File: src/rtl/alu_pkg.sv
// rtl/alu_pkg.sv - shared ALU control codes, widths and response-slot state type.
package alu_pkg;

    localparam int ALU_CTRL_W = 3;
    localparam int ALU_LEN    = 32;

    typedef enum logic [ALU_CTRL_W-1:0] {
        ALU_ADD = 3'b000,
        ALU_SUB = 3'b001,
        ALU_AND = 3'b010,
        ALU_OR  = 3'b011,
        ALU_XOR = 3'b100,
        ALU_SLT = 3'b101,
        ALU_SLL = 3'b110,
        ALU_SRL = 3'b111
    } alu_ctrl_e;

    typedef enum logic {
        SLOT_EMPTY = 1'b0,
        SLOT_FULL  = 1'b1
    } slot_e;

endpackage

File: src/rtl/alu_arbiter_if.sv
// rtl/alu_arbiter_if.sv - requester, response and shared-ALU signals of alu_arbiter.
// slave is the arbiter's view; master is the surrounding core (requesters, consumer, ALU).
interface alu_arbiter_if #(parameter int LEN = alu_pkg::ALU_LEN);
    import alu_pkg::*;

    logic                  req0_valid;
    logic                  req0_ready;
    logic [LEN-1:0]        req0_op1;
    logic [LEN-1:0]        req0_op2;
    logic [ALU_CTRL_W-1:0] req0_ctrl;

    logic                  req1_valid;
    logic                  req1_ready;
    logic [LEN-1:0]        req1_op1;
    logic [LEN-1:0]        req1_op2;
    logic [ALU_CTRL_W-1:0] req1_ctrl;

    logic                  rsp_valid;
    logic                  rsp_ready;
    logic                  rsp_id;
    logic [LEN-1:0]        rsp_result;
    logic                  rsp_zero;

    logic [LEN-1:0]        aluop1;
    logic [LEN-1:0]        aluop2;
    logic [ALU_CTRL_W-1:0] alu_ctrl;
    logic [LEN-1:0]        alu_result;
    logic                  zero;

    modport slave (
        input  req0_valid, req0_op1, req0_op2, req0_ctrl,
        output req0_ready,
        input  req1_valid, req1_op1, req1_op2, req1_ctrl,
        output req1_ready,
        output rsp_valid, rsp_id, rsp_result, rsp_zero,
        input  rsp_ready,
        output aluop1, aluop2, alu_ctrl,
        input  alu_result, zero
    );

    modport master (
        output req0_valid, req0_op1, req0_op2, req0_ctrl,
        input  req0_ready,
        output req1_valid, req1_op1, req1_op2, req1_ctrl,
        input  req1_ready,
        input  rsp_valid, rsp_id, rsp_result, rsp_zero,
        output rsp_ready,
        input  aluop1, aluop2, alu_ctrl,
        output alu_result, zero
    );

endinterface

File: src/rtl/rr_arb2.sv
// rtl/rr_arb2.sv - 2-way arbiter; ALU_ARB_RR_EN selects round-robin with a last-grant
// flop, otherwise requester 0 has fixed priority and no flop is built.
module rr_arb2 (
    input  logic       clk,
    input  logic       rst,
    input  logic [1:0] req,
    input  logic       advance,
    output logic [1:0] gnt
);

`ifdef ALU_ARB_RR_EN
    logic last_q;

    // Reset to 1 so the first contended grant after reset goes to requester 0.
    always_ff @(posedge clk or posedge rst) begin
        if (rst) begin
            last_q <= 1'b1;
        end else if (advance) begin
            last_q <= gnt[1];
        end
    end

    always_comb begin
        gnt = req;
        if (&req) begin
            gnt = last_q ? 2'b01 : 2'b10;
        end
    end
`else
    logic unused_rr;
    assign unused_rr = ^{clk, rst, advance};
    assign gnt       = {req[1] & ~req[0], req[0]};
`endif

endmodule

File: src/rtl/alu_arbiter.sv
// rtl/alu_arbiter.sv - shares one combinational ALU between two requesters and registers
// the winner's result into a tagged response slot; ALU_ARB_RR_EN enables round-robin.
module alu_arbiter
    import alu_pkg::*;
#(
    parameter int LEN = ALU_LEN
) (
    input logic          clk,
    input logic          rst,
    alu_arbiter_if.slave bus
);

    slot_e          state_q;
    slot_e          state_d;
    logic [1:0]     req;
    logic [1:0]     gnt;
    logic           can_accept;
    logic           accept;
    logic           id_q;
    logic           zero_q;
    logic [LEN-1:0] result_q;

    assign req        = {bus.req1_valid, bus.req0_valid};
    assign can_accept = (state_q == SLOT_EMPTY) || bus.rsp_ready;
    assign accept     = (|gnt) && can_accept;

    rr_arb2 u_arb (
        .clk     (clk),
        .rst     (rst),
        .req     (req),
        .advance (accept),
        .gnt     (gnt)
    );

    assign bus.req0_ready = gnt[0] && can_accept;
    assign bus.req1_ready = gnt[1] && can_accept;

    // Requester 0 passes through when nobody is granted; the ALU output is then unused.
    always_comb begin
        bus.aluop1   = bus.req0_op1;
        bus.aluop2   = bus.req0_op2;
        bus.alu_ctrl = bus.req0_ctrl;
        if (gnt[1]) begin
            bus.aluop1   = bus.req1_op1;
            bus.aluop2   = bus.req1_op2;
            bus.alu_ctrl = bus.req1_ctrl;
        end
    end

    always_ff @(posedge clk or posedge rst) begin
        if (rst) begin
            state_q <= SLOT_EMPTY;
        end else begin
            state_q <= state_d;
        end
    end

    always_comb begin
        state_d = state_q;
        case (state_q)
            SLOT_EMPTY: if (accept) state_d = SLOT_FULL;
            SLOT_FULL:  if (!accept && bus.rsp_ready) state_d = SLOT_EMPTY;
        endcase
    end

    // Payload is only written on accept, so a drain leaves the last result visible.
    always_ff @(posedge clk or posedge rst) begin
        if (rst) begin
            result_q <= '0;
            zero_q   <= 1'b0;
            id_q     <= 1'b0;
        end else if (accept) begin
            result_q <= bus.alu_result;
            zero_q   <= bus.zero;
            id_q     <= gnt[1];
        end
    end

    assign bus.rsp_valid  = (state_q == SLOT_FULL);
    assign bus.rsp_result = result_q;
    assign bus.rsp_zero   = zero_q;
    assign bus.rsp_id     = id_q;

endmodule

File: src/flat_wrapper.sv
// flat-port wrapper written by rule: the top's interface ports become plain ports
module alu_arbiter_flat import alu_pkg::*;
#(
    parameter int LEN = ALU_LEN
)
  (clk, rst, bus_req0_valid, bus_req0_op1, bus_req0_op2, bus_req0_ctrl, bus_req0_ready, bus_req1_valid, bus_req1_op1, bus_req1_op2, bus_req1_ctrl, bus_req1_ready, bus_rsp_valid, bus_rsp_id, bus_rsp_result, bus_rsp_zero, bus_rsp_ready, bus_aluop1, bus_aluop2, bus_alu_ctrl, bus_alu_result, bus_zero);
  alu_arbiter_if #(.LEN(LEN)) bus_i ();
  input logic clk;
  input logic rst;
  input wire logic [$bits(bus_i.req0_valid)-1:0] bus_req0_valid;
  input wire logic [$bits(bus_i.req0_op1)-1:0] bus_req0_op1;
  input wire logic [$bits(bus_i.req0_op2)-1:0] bus_req0_op2;
  input wire logic [$bits(bus_i.req0_ctrl)-1:0] bus_req0_ctrl;
  output wire logic [$bits(bus_i.req0_ready)-1:0] bus_req0_ready;
  input wire logic [$bits(bus_i.req1_valid)-1:0] bus_req1_valid;
  input wire logic [$bits(bus_i.req1_op1)-1:0] bus_req1_op1;
  input wire logic [$bits(bus_i.req1_op2)-1:0] bus_req1_op2;
  input wire logic [$bits(bus_i.req1_ctrl)-1:0] bus_req1_ctrl;
  output wire logic [$bits(bus_i.req1_ready)-1:0] bus_req1_ready;
  output wire logic [$bits(bus_i.rsp_valid)-1:0] bus_rsp_valid;
  output wire logic [$bits(bus_i.rsp_id)-1:0] bus_rsp_id;
  output wire logic [$bits(bus_i.rsp_result)-1:0] bus_rsp_result;
  output wire logic [$bits(bus_i.rsp_zero)-1:0] bus_rsp_zero;
  input wire logic [$bits(bus_i.rsp_ready)-1:0] bus_rsp_ready;
  output wire logic [$bits(bus_i.aluop1)-1:0] bus_aluop1;
  output wire logic [$bits(bus_i.aluop2)-1:0] bus_aluop2;
  output wire logic [$bits(bus_i.alu_ctrl)-1:0] bus_alu_ctrl;
  input wire logic [$bits(bus_i.alu_result)-1:0] bus_alu_result;
  input wire logic [$bits(bus_i.zero)-1:0] bus_zero;
  assign bus_i.req0_valid = bus_req0_valid;
  assign bus_i.req0_op1 = bus_req0_op1;
  assign bus_i.req0_op2 = bus_req0_op2;
  assign bus_i.req0_ctrl = bus_req0_ctrl;
  assign bus_req0_ready = bus_i.req0_ready;
  assign bus_i.req1_valid = bus_req1_valid;
  assign bus_i.req1_op1 = bus_req1_op1;
  assign bus_i.req1_op2 = bus_req1_op2;
  assign bus_i.req1_ctrl = bus_req1_ctrl;
  assign bus_req1_ready = bus_i.req1_ready;
  assign bus_rsp_valid = bus_i.rsp_valid;
  assign bus_rsp_id = bus_i.rsp_id;
  assign bus_rsp_result = bus_i.rsp_result;
  assign bus_rsp_zero = bus_i.rsp_zero;
  assign bus_i.rsp_ready = bus_rsp_ready;
  assign bus_aluop1 = bus_i.aluop1;
  assign bus_aluop2 = bus_i.aluop2;
  assign bus_alu_ctrl = bus_i.alu_ctrl;
  assign bus_i.alu_result = bus_alu_result;
  assign bus_i.zero = bus_zero;
  alu_arbiter #(.LEN(LEN)) u_core (.clk(clk), .rst(rst), .bus(bus_i));
endmodule
File: config.mk
export PLATFORM = sky130hd
export DESIGN_NAME = alu_arbiter_flat
export DESIGN_NICKNAME = d
export VERILOG_FILES = /design/src/rtl/alu_pkg.sv /design/src/rtl/alu_arbiter_if.sv /design/src/rtl/rr_arb2.sv /design/src/rtl/alu_arbiter.sv /design/src/flat_wrapper.sv
export SDC_FILE = /design/constraint.sdc
export NUM_CORES = 1
export LEC_CHECK = 0
export CORE_AREA = 4 4 106 108
export DETAILED_ROUTE_END_ITERATION = 6
export DIE_AREA = 0 0 110 112
export PLACE_DENSITY = 0.73
export SLEW_MARGIN = 10
export SYNTH_ARGS = -nofsm -noshare
export SYNTH_HDL_FRONTEND = slang
export SYNTH_SLANG_ARGS = --single-unit
File: constraint.sdc
create_clock -name clk -period 1.3 [get_ports clk]
set_input_delay 0.26 -clock clk [delete_from_list [all_inputs] [get_ports clk]]
set_output_delay 0.26 -clock clk [all_outputs]
set_load 0.02 [all_outputs]
== Word level (Yosys, flattened, before mapping) ==
Index checks and enable logic that the tools add are counted.
Storage, ports and cells
  word-level logic and storage cells: 20
  output and inout port bits: 104
  bits of input ports: 172
  bits in registers: 35
Operators by class
  reduce and logical (&&, ||, !) cells: 7
  muxes and demuxes: 6
  bitwise gates (word level): 3
Operators with widths (count)
  $mux 32: 2
  $logic_and 1x1->1: 4
  $mux 3: 1
  $mux 1: 2
  $not 1->1: 2
  $pmux 1 s2: 1
  $reduce_or 2->1: 1
  $and 1x1->1: 1
  $logic_not 1->1: 1
  $logic_or 1x1->1: 1

== Depth between registers and ports, before layout ==
Gate-level depths: netlist of run 1.
  depth after elaboration: 8
  mapped depth: 5
  depth with buffers taken out: 3

== Modules after synthesis ==
A second synthesis of run 1 with hierarchy kept.
Unflattened totals
  cell total of the unflattened synthesis: 158
  area total of the unflattened synthesis: 2263.4 µm²
Modules (own cells, without submodules)
  alu_arbiter: seq. area each 875.8 µm², cells each 156, area an instance 2242.2 µm², instances 1
  rr_arb2: seq. area each 0.0 µm², cells each 2, area an instance 21.3 µm², instances 1

== Worst setup path after synthesis of run 1 ==
Ideal clock, no wire load.
  path type: register -> register
  from: reg u_core.state_q (netlist: u_core.bus.rsp_valid)
  to: reg u_core.result_q[0] (netlist: u_core.bus.rsp_result[0])
  data required time: 1175 ps
  arrival: 1314 ps
  cell stages (with the launch flop): 6
  buffers on the path: 2
  clock period less this slack: 1439 ps
  library setup time: 125 ps
  path slack: -139 ps
  path through: dfrtp_1 > nand2b_4 > o21a_1 > buf_2 > buf_6 > mux2_4
On the way
  longest elaborated chain between the ends: 3
RTL lines
  from (decl): line alu_arbiter.sv:13  | slot_e state_q;
  from (signal assigned): line alu_arbiter.sv:54  | state_q <= state_d;
  $not 1->1: line alu_arbiter.sv:24  | assign can_accept = (state_q == SLOT_EMPTY) || bus.rsp_ready;
  $logic_or 1x1->1: line alu_arbiter.sv:24
  $logic_and 1x1->1: line alu_arbiter.sv:25  | assign accept = (|gnt) && can_accept;
  to (signal assigned): line alu_arbiter.sv:73  | result_q <= bus.alu_result;
  to (decl): line alu_arbiter.sv:21  | logic [LEN-1:0] result_q;
Every way passes these cells.
A chain may end at the register's enable or synchronous reset.

== Worst setup path after layout of run 1 ==
  from: in bus_req0_valid
  to: out bus_aluop2[24]
On the way
  longest elaborated chain between the ends: 3
RTL lines
  from (decl): line flat_wrapper.sv:10  | input wire logic [$bits(bus_i.req0_valid)-1:0] bus_req0_valid;
  $not 1->1: line rr_arb2.sv:32  | assign gnt = {req[1] & ~req[0], req[0]};
  $and 1x1->1: line rr_arb2.sv:32
  $mux 32: line alu_arbiter.sv:43  | if (gnt[1]) begin
  to (decl): line flat_wrapper.sv:26  | output wire logic [$bits(bus_i.aluop2)-1:0] bus_aluop2;
Every way passes these cells.

==> results of run 1 <==
worst paths after layout:
path / slack, ns / endpoint / depth (start not counted)
hold reg to reg: 0.50 / u_core.bus.rsp_result[0] / 1
setup / recovery: -0.33 / bus_aluop2[24] / 7
hold / removal: 0.31 / u_core.bus.rsp_valid / 4
min in group asynchronous: 0.33 / u_core.bus.rsp_result[25] / 3
setup reg to reg: -0.10 / u_core.bus.rsp_result[28] / 5
max in group asynchronous: 0.78 / u_core.bus.rsp_valid / 3
stage by stage:
stage,cells,cell area [sq um],total power [uW]
6_report,597,5839,4665
5_1_grt,597,5839,4884
4_1_cts,597,5828,4714
3_5_place_dp,568,5306,3592
3_3_place_gp,568,5306,3567
2_1_floorplan,157,2407,2353
Yosys cell counts:
cell type / n
nor2b_1: 1
inv_1: 1
nor2_1: 2
buf_6: 5
buf_2: 1
and2_1: 2
buf_4: 4
mux2_4: 49
buf_12: 2
mux2_2: 51
dfrtp_1: 35
o21a_1: 1
nand2_1: 1
nand2b_4: 1
a21oi_1: 1
state kept, by name, indices dropped and copies added, names as in the netlist:
signal	cells
u_core.bus.rsp_zero	1
u_core.bus.rsp_valid	1
u_core.bus.rsp_id	1
u_core.bus.rsp_result	32
repair_timing:
item / 4_1_cts / 5_1_grt
endpoints found under the setup margin: 137 / 111
gates resized for setup: 473 / 24
gates cloned: 7 / 1
pin swaps: 0 / 1
buffers inserted: 14 / 5
per-layer routing:
metal  share of wire, %  GRT usage (%)  wire (um)  up-vias
met4                1.4          3.658        159        0
met2                 55          33.37       6239      138
li1                   -              -          -     1171
met3                8.5          4.290        968       14
met5                  0              0          0        -
met1                 35          18.94       4034     1187
worst register-to-register path, stage by stage, from the launching register on:
cell and delay [ns]:
dfrtp_2 0.43, nand2b_4 0.09, buf_6 0.10, o21a_4 0.21, buf_12 0.17, mux2_4 0.30
cells by family (layout without fill, tap and decap cells):
| logic type | Yosys count | count (layout) | share of synthesized area [%] |
|---|---|---|---|
| muxes | 100 | 100 | 55.11 |
| DFF | 35 | 35 | 36.84 |
| buffers and inverters | 13 | 317 | 5.684 |
| and+or+nand+nor | 7 | 7 | 1.842 |
| AOI/OAI and AO/OA | 2 | 2 | 0.5262 |
cell type report:
type / instances / area share, %
sequential: 35 / 15.02
tap: 136 / 2.914
clock inverter: 3 / 0.8142
inverter: 1 / 0.06428
multi-input combinational: 109 / 25.99
clock buffer: 5 / 1.178
timing repair buffer: 308 / 54.02
report_power, final:
part	total, uW	internal, uW	leakage (uW)	switching, uW
Combinational	2360	1440	0.00222	926
Sequential	1320	1240	0.000406	78.7
Clock	985	581	0.0000587	404
Total	4670	3260	0.00268	1410
==> results by group, run 1 <==
Route
  – Router iterations before antenna repair: 4
  – Final ANT Viol Nets: 0
  – Via count: between 2,000 and 3,000
  – DR WL/cell: approximately 19 um
  – Via-to-Cell Ratio: about 4.2
  – DR iter-0 viols: 59
  – DRC viols: 0
  – Final wirelength: approximately 11 mm

Setup path
  – Critical path, cell by cell: buf_8 > nor2b_4 > buf_4 > buf_12 > buf_4 > mux2_4 > buf_6
  – Maximum fanout along the worst path: 14
  – Worst path buffer plus inverter count: 5
  – Most used cell along the critical path: buf_4
  – CP top delay family: buffers and inverters
  – Data required time of the critical path: around 1.0 ns
  – Worst path max stage delay: about 0.29 ns
  – FF-to-FF Start: u_core.bus.rsp_valid
  – Critical Path Source: bus_req0_valid
  – Crit Path Class: in2out
  – Endpoint class of the critical path: output port
  – WP data arrival: roughly 1.4 ns
  – Critical path startpoint category: input pin
  – Slowest stage cell, crit path: mux2_4

Clocking
  – Root buffer cell: clkbuf_8
  – Worst-path clk slew: roughly 0.070 ns
  – TritonCTS buffer count: 5
  – CTS tree: yes
  – Worst skew pair latency: approximately 0.29 ns
  – Max H-tree Level: 2
  – Hold Buf Count CTS: 0
  – Number of clock sinks: 35
  – CTS max path bufs: 2

Die
  – Total Die Area: 12,320 sq um
  – Core area: between 10,000 and 15,000 sq um
  – Ports: 276
  – Initial Util: 23.24%
  – Num rows: 37
  – Die Span Y: ~110 um
  – Die span in x: between 100 and 150 um

Global routing
  – GRT Total Usage: 17.46%
  – First-pass GRT wire length: roughly 16 mm
  – Number of global-route vias before repair: approximately 3,000
  – GR Overflow Total: 0
  – Largest net degree at the start of global routing: 36
  – Initial antenna violation count: 0

Placement
  – Pre-CTS setup slack: -1.165 ns
  – Post-DP HPWL: roughly 8.7 mm
  – Final GP Congestion: roughly 0.85
  – IO buf count: 275

Timing
  – Fin. Hold Viols: 0
  – Finish-stage setup viols: a little over 100
  – Max Slew Vio Count: 0
  – Headroom to the max-slew limit: between 80 and 90%
  – Max Clock Skew: approximately 0.011 ns
  – Final worst path period share: 125.4%
  – RSZ-0062 raised after global routing: true
  – Worst hold slack: roughly 0.31 ns
  – Final setup margin: -0.3308 ns
  – Actual slew at the worst max-slew pin: around 0.25 ns
  – Fmax: 0.6132 GHz
  – Post-layout min period: between 1.5 and 2 ns
  – Setup tns final: -20.82 ns

Worst hold path
  – Hold/Removal Path Class: in2reg
  – Worst Hold Launch: bus_req0_valid

Synth
  – Yosys reg bits: 35
  – Yosys warnings: 0
  – Cell taking the most area after synthesis: dfrtp_1
  – Cell count after synthesis: 157
  – Ranking of synthesized cells by area: dfrtp_1 (37%), mux2_4 (31%), mux2_2 (24%), buf_6 (2.4%), buf_12 (1.7%)
  – Synth Net Count: 329
  – Syn_area_per_cell: 15.14 sq um
  – Register area share after synthesis: a little under two fifths
  – Cell Area, Synth: around 2400 sq um
  – Synth cell types: 15
  – Share of Yosys cell area claimed by the top area cell type: 36.84%

Power
  – Power per cell area: around 800 nW/um^2
  – Max rail drop VDD: ~0.00056 V
  – Static Leak: ~0.0027 uW

Layout
  – Commonest cells after routing, fill and taps aside: clkdlybuf4s50_1 (168), mux2_4 (84), buf_6 (48), dfrtp_1 (34), dlygate4sd2_1 (27)
  – Reg area: around 880 sq um
  – Final #Nets: 632
  – Area grow syn2layout: 145.6%
  – Share of layout cells above drive strength 1: between 40 and 50%
  – Final core utilization: about 57%
  – Filler Cells Inserted: between 800 and 900
  – Area occupied by multi-input gates: 1518 sq um
  – Diode count: 0
  – Most common cell after layout, fill and taps aside: clkdlybuf4s50_1

Outcome
  – Violations in the final reports: setup timing
  – Status: complete, but fails checks

Run
  – Max-cap viol count: 0
Power figures use the tool's default switching activity.
==> run 2, diff against run 1 <==
--- a/config.mk
+++ b/config.mk
@@ -5,9 +5,11 @@
 export SDC_FILE = /design/constraint.sdc
 export NUM_CORES = 1
 export LEC_CHECK = 0
+export ABC_CLOCK_PERIOD_IN_PS = 1300
 export CORE_AREA = 4 4 106 108
 export DETAILED_ROUTE_END_ITERATION = 6
 export DIE_AREA = 0 0 110 112
+export HOLD_SLACK_MARGIN = 0.06
 export PLACE_DENSITY = 0.73
 export SLEW_MARGIN = 10
 export SYNTH_ARGS = -nofsm -noshare
==> results of run 2 <==
Same layout as run 1: the final DEF is identical, and so are final timing and power.
